## src/rtl/sdram_resp_formatter_pkg.sv

```systemverilog
`default_nettype none
// ============================================================================
//  resp_pkg
//  State encoding, ASCII constants and nibble-to-hex helper for the
//  SDRAM read-response formatter.
//  Revision: 1.0
// ============================================================================
package resp_pkg;

  typedef enum logic [1:0] {
    ST_IDLE  = 2'd0,
    ST_DIGIT = 2'd1,
    ST_CR    = 2'd2,
    ST_LF    = 2'd3
  } resp_state_t;

  localparam logic [7:0] ASCII_CR    = 8'h0D;
  localparam logic [7:0] ASCII_LF    = 8'h0A;
  localparam logic [7:0] ASCII_0     = 8'h30;
  localparam logic [7:0] ASCII_A_OFF = 8'h37;

  // Uppercase hex: 0-9 -> '0'..'9', 10-15 -> 'A'..'F'
  function automatic logic [7:0] hex_to_ascii(input logic [3:0] nib);
    if (nib < 4'd10) begin
      return ASCII_0 + {4'h0, nib};
    end else begin
      return ASCII_A_OFF + {4'h0, nib};
    end
  endfunction

endpackage
`default_nettype wire

```

## src/rtl/sdram_resp_formatter_fifo.sv

```systemverilog
`default_nettype none
// ============================================================================
//  resp_fifo
//  Synchronous FIFO for read words; a push while full is accepted only when a
//  pop happens in the same cycle.
//  Revision: 1.0
// ============================================================================
module resp_fifo #(
  parameter int DEPTH = 4,
  parameter int WIDTH = 16
) (
  input  logic                     clk,
  input  logic                     reset,
  input  logic                     push,
  input  logic [WIDTH-1:0]         push_data,
  input  logic                     pop,
  output logic [WIDTH-1:0]         pop_data,
  output logic                     full,
  output logic                     empty,
  output logic [$clog2(DEPTH):0]   level
);

  localparam int AW = $clog2(DEPTH);
  localparam logic [AW:0] c_depth = (AW + 1)'(DEPTH);

  logic [WIDTH-1:0] r_mem [DEPTH];
  logic [AW-1:0]    r_wptr;
  logic [AW-1:0]    r_rptr;
  logic [AW:0]      r_level;
  logic             w_do_push;
  logic             w_do_pop;

  assign full      = (r_level == c_depth);
  assign empty     = (r_level == '0);
  assign level     = r_level;
  assign pop_data  = r_mem[r_rptr];
  assign w_do_pop  = pop && !empty;
  assign w_do_push = push && (!full || w_do_pop);

  // Storage needs no reset; only pointers and occupancy define validity.
  always_ff @(posedge clk) begin
    if (w_do_push) begin
      r_mem[r_wptr] <= push_data;
    end
  end

  always_ff @(posedge clk or negedge reset) begin
    if (!reset) begin
      r_wptr  <= '0;
      r_rptr  <= '0;
      r_level <= '0;
    end else begin
      if (w_do_push) begin
        r_wptr <= r_wptr + 1'b1;
      end
      if (w_do_pop) begin
        r_rptr <= r_rptr + 1'b1;
      end
      case ({w_do_push, w_do_pop})
        2'b10:   r_level <= r_level + 1'b1;
        2'b01:   r_level <= r_level - 1'b1;
        default: r_level <= r_level;
      endcase
    end
  end

endmodule
`default_nettype wire

```

## src/rtl/sdram_resp_formatter.sv

```systemverilog
`default_nettype none
// ============================================================================
//  sdram_resp_formatter
//  Buffers SDRAM read words and prints each as ASCII hex into the UART TX.
//  Build option: RESP_CRLF_EN appends CR/LF after every word.
//  Revision: 1.0
// ============================================================================
module sdram_resp_formatter
  import resp_pkg::*;
#(
  parameter int DEPTH  = 4,
  parameter int DIGITS = 4
) (
  input  logic                    clk,
  input  logic                    reset,
  input  logic [15:0]             data_in,
  input  logic                    valid,
  input  logic                    tx_full,
  output logic                    wr_data,
  output logic [7:0]              tx_data,
  output logic                    busy,
  output logic                    overflow,
  output logic [$clog2(DEPTH):0]  level
);

  localparam logic [2:0] c_last_digit = 3'(DIGITS - 1);

  resp_state_t r_state;
  resp_state_t w_state_nxt;
  logic [15:0] r_shift;
  logic [15:0] w_shift_nxt;
  logic [2:0]  r_cnt;
  logic [2:0]  w_cnt_nxt;
  logic        r_wr;
  logic        w_wr_nxt;
  logic [7:0]  r_tx;
  logic [7:0]  w_tx_nxt;
  logic        r_ovf;
  logic        w_pop;
  logic        w_full;
  logic        w_empty;
  logic [15:0] w_head;
  logic [15:0] w_load;
  logic        w_can_write;
  logic [$clog2(DEPTH):0] w_level;

  resp_fifo #(
    .DEPTH (DEPTH),
    .WIDTH (16)
  ) u_fifo (
    .clk       (clk),
    .reset     (reset),
    .push      (valid),
    .push_data (data_in),
    .pop       (w_pop),
    .pop_data  (w_head),
    .full      (w_full),
    .empty     (w_empty),
    .level     (w_level)
  );

  // With two digits only the low byte is printed, so it is moved to the top.
  generate
    if (DIGITS == 2) begin : g_align_byte
      assign w_load = {w_head[7:0], 8'h00};
    end else begin : g_align_word
      assign w_load = w_head;
    end
  endgenerate

  // One idle cycle after every write lets the UART refresh tx_full.
  assign w_can_write = !tx_full && !r_wr;

  always_comb begin
    w_state_nxt = r_state;
    w_shift_nxt = r_shift;
    w_cnt_nxt   = r_cnt;
    w_wr_nxt    = 1'b0;
    w_tx_nxt    = r_tx;
    w_pop       = 1'b0;
    case (r_state)
      ST_IDLE: begin
        if (!w_empty) begin
          w_pop       = 1'b1;
          w_shift_nxt = w_load;
          w_cnt_nxt   = '0;
          w_state_nxt = ST_DIGIT;
        end
      end
      ST_DIGIT: begin
        if (w_can_write) begin
          w_wr_nxt    = 1'b1;
          w_tx_nxt    = hex_to_ascii(r_shift[15:12]);
          w_shift_nxt = {r_shift[11:0], 4'h0};
          w_cnt_nxt   = r_cnt + 3'd1;
          if (r_cnt == c_last_digit) begin
`ifdef RESP_CRLF_EN
            w_state_nxt = ST_CR;
`else
            w_state_nxt = ST_IDLE;
`endif
          end
        end
      end
`ifdef RESP_CRLF_EN
      ST_CR: begin
        if (w_can_write) begin
          w_wr_nxt    = 1'b1;
          w_tx_nxt    = ASCII_CR;
          w_state_nxt = ST_LF;
        end
      end
      ST_LF: begin
        if (w_can_write) begin
          w_wr_nxt    = 1'b1;
          w_tx_nxt    = ASCII_LF;
          w_state_nxt = ST_IDLE;
        end
      end
`endif
      default: w_state_nxt = ST_IDLE;
    endcase
  end

  always_ff @(posedge clk or negedge reset) begin
    if (!reset) begin
      r_state <= ST_IDLE;
      r_shift <= '0;
      r_cnt   <= '0;
      r_wr    <= 1'b0;
      r_tx    <= '0;
    end else begin
      r_state <= w_state_nxt;
      r_shift <= w_shift_nxt;
      r_cnt   <= w_cnt_nxt;
      r_wr    <= w_wr_nxt;
      r_tx    <= w_tx_nxt;
    end
  end

  // A word is lost only when full and no pop frees a slot this cycle.
  always_ff @(posedge clk or negedge reset) begin
    if (!reset) begin
      r_ovf <= 1'b0;
    end else if (valid && w_full && !w_pop) begin
      r_ovf <= 1'b1;
    end
  end

  assign wr_data  = r_wr;
  assign tx_data  = r_tx;
  assign overflow = r_ovf;
  assign level    = w_level;
  assign busy     = !w_empty || (r_state != ST_IDLE);

endmodule
`default_nettype wire

```

## config.mk

```make
export PLATFORM = sky130hd
export DESIGN_NAME = sdram_resp_formatter
export DESIGN_NICKNAME = d
export VERILOG_FILES = /design/src/rtl/sdram_resp_formatter_pkg.sv /design/src/rtl/sdram_resp_formatter_fifo.sv /design/src/rtl/sdram_resp_formatter.sv
export SDC_FILE = /design/constraint.sdc
export NUM_CORES = 1
export LEC_CHECK = 0
export BUFFER_PORTS_ARGS = -buffer_cell sky130_fd_sc_hd__buf_4
export CELL_PAD_IN_SITES_DETAIL_PLACEMENT = 1
export CELL_PAD_IN_SITES_GLOBAL_PLACEMENT = 1
export CORE_UTILIZATION = 50
export CTS_CLUSTER_DIAMETER = 50
export DETAILED_ROUTE_END_ITERATION = 10
export PLACE_DENSITY_LB_ADDON = 0.15
export SYNTH_ARGS = -nofsm -noshare
export SYNTH_HDL_FRONTEND = slang
export SYNTH_HIERARCHICAL = 1
export SYNTH_SLANG_ARGS = --single-unit
```

## constraint.sdc

```tcl
create_clock -name clk -period 3 [get_ports clk]
set_clock_uncertainty 0.15 [all_clocks]
set_input_delay 0.15 -clock clk [delete_from_list [all_inputs] [get_ports clk]]
set_output_delay 0.15 -clock clk [all_outputs]
set_load 0.05 [all_outputs]
```

==> flow_summary_export.csv <==
group,metric,value,unit
run_status,status,"complete, no violations",
floorplan,ioPinCount,34,
floorplan,die_w,93.3,um
critical_path,worstSetupEndpointType,"flop",
logic_synthesis,syn_inst,262,
global_route,grt.overflow.total,0,
sta,max_freq,387,MHz
finish,final_core_util,61.2,%
global_route,grt_pass1_vias,2532,
logic_synthesis,synth_top_cells_by_area,"edfxtp_1 (46%), dfrtp_1 (22%), mux4_2 (8.7%)",
logic_synthesis,seq_area_frac_synth,67.8,%
cts,path_clk_slew,0.10,ns
sta,rsz0062_at_grt,"no",
cts,cts_root_buffer,"clkbuf_8",
finish,drive_gt1_share,25.1,%
critical_path,worstPathRequired,3.14,ns
logic_synthesis,syn_area,0.00416,mm2
critical_path,r2r_end,"u_fifo/level[2]$_DFFE_PN0P_",
route,dr.pass1.iters,4,
route,num_vias,2285,
logic_synthesis,synth_warnings,6,
cts,htree_levels,3,
critical_path,cp_slowest_cell,"dfrtp_2",
finish,syn_to_final_growth,16.0,%
pwr,swShare,36.2,%
placement,dp_cells,387,
sta,hold_viol,0,
critical_path,worstSetupPathType,"reg -> reg",
pwr,power,4.46,mW
sta,setup_slack,0.416,ns
pwr,p_int,2.85,mW
route,routedWlPerCell,18.7,um
worst_hold_path,worstHoldPathType,"in -> async",
logic_synthesis,async_flop_share,36.0,%
cts,cts_tree,"yes",
floorplan,initial_core_util,52.8,%
logic_synthesis,syn-num-nets,290,
pwr,pwr-share-seq,47.9,%
sta,period_minus_slack,2.58,ns
cts,cts_inserted_buffers,9,
critical_path,crit_fanout,7,
global_route,antenna_found_initial,0,
floorplan,die-area,0.00870,mm2
critical_path,rrSetupSlack,0.42,ns
cts,cts_buffer_depth,2,
floorplan,dieHeight,93.3,um
sta,fin_setup_tns,0,ns
logic_synthesis,synth_edf_count,64,
route,antenna_left,0,
pwr,p_leak,1.92,nW
critical_path,r2r_start,"u_fifo/level[0]$_DFFE_PN0P_",
critical_path,reg2reg_depth,9,
pwr,p_per_area,924,mW/mm2
critical_path,cpPeakStageDelay,0.45,ns
finish,n_antenna_cell,0,
cts,cts_num_sinks,100,
route,drt_first_iter_violations,78,
sta,report.final.setup_viol,0,
critical_path,path_delay_family,"simple AND/OR/NAND/NOR gates",
logic_synthesis,postSynthRegisterBits,100,
logic_synthesis,synth_flop_cell,"edfxtp_1",
sta,relSlewSlack,42.2,%
placement,numPortBuffers,32,
placement,place_ws,0.422,ns
finish,nets,342,
placement,place_congestion,0.775,
sta,slew_viol_final,0,
pwr,peakVddDrop,0.000391,V
logic_synthesis,avgSynthCellArea,15.9,um2
floorplan,core,0.00789,mm2
logic_synthesis,ys_top_cells_by_count,"edfxtp_1 (64), dfrtp_1 (36), nand2_1 (21)",
critical_path,arrival,2.72,ns
placement,dpl.hpwl,5100,um
run,drv_cap,0,
pwr,p_comb_share,34.6,%
cts,post_cts_buffers,0,
logic_synthesis,yosysMostFrequentCell,"edfxtp_1",
logic_synthesis,yosysUniqueCellTypes,46,
critical_path,cp-start-kind,"flop",
global_route,grt_max_degree,37,
logic_synthesis,yosys.area.top_type,"edfxtp_1",
floorplan,num_rows,32,
cts,clk_latency,0.36,ns
route,drc,0,
logic_synthesis,synth_top_area_share,46.2,%
sta,tightest_slew,0.867,ns
global_route,grt_pass1_wl,12900,um
pwr,pwr-share-clk,17.5,%
pwr,p_sw,1.62,mW
critical_path,crit_buf_inv,1,
global_route,track_usage,20.4,%
route,vias_per_cell,5.43,
finish,instances_no_fill,421,
critical_path,crit_chain,"nor3_1 > or2_1 > inv_2 > o31a_1 > or2b_1 > fa_1 > nand2b_1 > o32ai_2 > xor2_1",
route,wirelength,7860,um
sta,finalCritPeriodShare,86.1,%
==> per-stage QoR <==
step	instance area [um2]	hold slack, ns
3_3_place_gp	4470	-0.00885
4_1_cts	4830	0.119
5_1_grt	4830	0.161
3_5_place_dp	4470	-0.00523
2_1_floorplan	4170	-0.296
6_report	4830	0.129
==> repair_timing <==
action | in CTS | in global routing
endpoints found under the hold margin | 101 | 0
gates resized for setup | 0 | 0
hold buffers | 18 | 0
==> state kept, by name (all words and copies together), names as in the netlist <==
signal and count:
r_state 1, wr_data 1, overflow 1, tx_data 7, r_cnt 3, u_fifo/r_rptr 2
u_fifo/r_wptr 2, u_fifo/level 3, u_fifo/r_mem 64, r_shift 16
==> cell type report <==
type / count / area [um2]
inverter: 10 / 38.8
tap: 102 / 128
multi-input combinational: 138 / 1200
timing repair buffer: 55 / 458
fill: 734 / 3060
clock buffer: 10 / 128
sequential: 100 / 2830
clock inverter: 6 / 48.8
==> how the worst max path moves through the flow <==
stage,start,endpoint,slack (ns),cells past startpoint
after global placement,u_fifo/level[0]$_DFFE_PN0P_,u_fifo/level[2]$_DFFE_PN0P_,0.54,9
after floorplan,u_fifo/level[0]$_DFFE_PN0P_,u_fifo/level[2]$_DFFE_PN0P_,0.07,11
final,u_fifo/level[0]$_DFFE_PN0P_,u_fifo/level[2]$_DFFE_PN0P_,0.42,9
after CTS,u_fifo/level[0]$_DFFE_PN0P_,u_fifo/level[2]$_DFFE_PN0P_,0.40,9
after detailed placement,u_fifo/level[0]$_DFFE_PN0P_,u_fifo/level[2]$_DFFE_PN0P_,0.42,9
after global routing,u_fifo/level[0]$_DFFE_PN0P_,u_fifo/level[2]$_DFFE_PN0P_,0.27,9
==> routing by layer <==
layer / track usage [%] / vias up / wire, um
met5: 0 / - / 0
met4: 7.69 / 0 / 113
met3: 3.74 / 8 / 189
met2: 33.8 / 35 / 3870
met1: 26.9 / 1164 / 3680
li1: - / 1078 / -
==> power groups by stage <==
stage / Combinational, mW / Sequential [mW] / Clock [mW]
after floorplan: 0.976 / 2.29 / 0
after global placement: 1.50 / 2.14 / 0
after detailed placement: 1.54 / 2.18 / 0
after CTS: 1.57 / 2.14 / 0.804
after global routing: 1.69 / 2.18 / 0.855
final: 1.54 / 2.14 / 0.782
==> kinds of logic (layout without fill, tap and decap cells) <==
| family | after synthesis | in the layout | synth area share (%) |
|---|---|---|---|
| buffers and inverters | 24 | 81 | 3.37 |
| flip-flops | 100 | 100 | 67.8 |
| XOR/XNOR | 7 | 7 | 1.47 |
| multiplexers | 29 | 29 | 11.8 |
| other | 1 | 1 | 0.0901 |
| AND/OR/NAND/NOR | 62 | 62 | 8.05 |
| AO/OA/AOI/OAI | 31 | 31 | 4.84 |
| adder cells (fa/ha/maj) | 8 | 8 | 2.58 |
==> placed cells by master, fill, tap and decap left out, types with 2 or more instances in the layout <==
cell type,count
dfrtp_2,3
nor3_1,13
ha_1,7
clkinv_4,2
buf_4,37
xnor2_1,3
nand3_1,10
and2_1,4
o21ai_0,4
edfxtp_1,64
nand2b_1,2
mux4_2,16
clkbuf_8,9
nand2_1,21
o21ai_1,2
dfrtp_1,33
xor2_1,4
inv_1,8
mux2i_1,12
o2111ai_1,2
dlygate4sd3_1,18
a21oi_1,14
(Power assumes the default switching activity.)
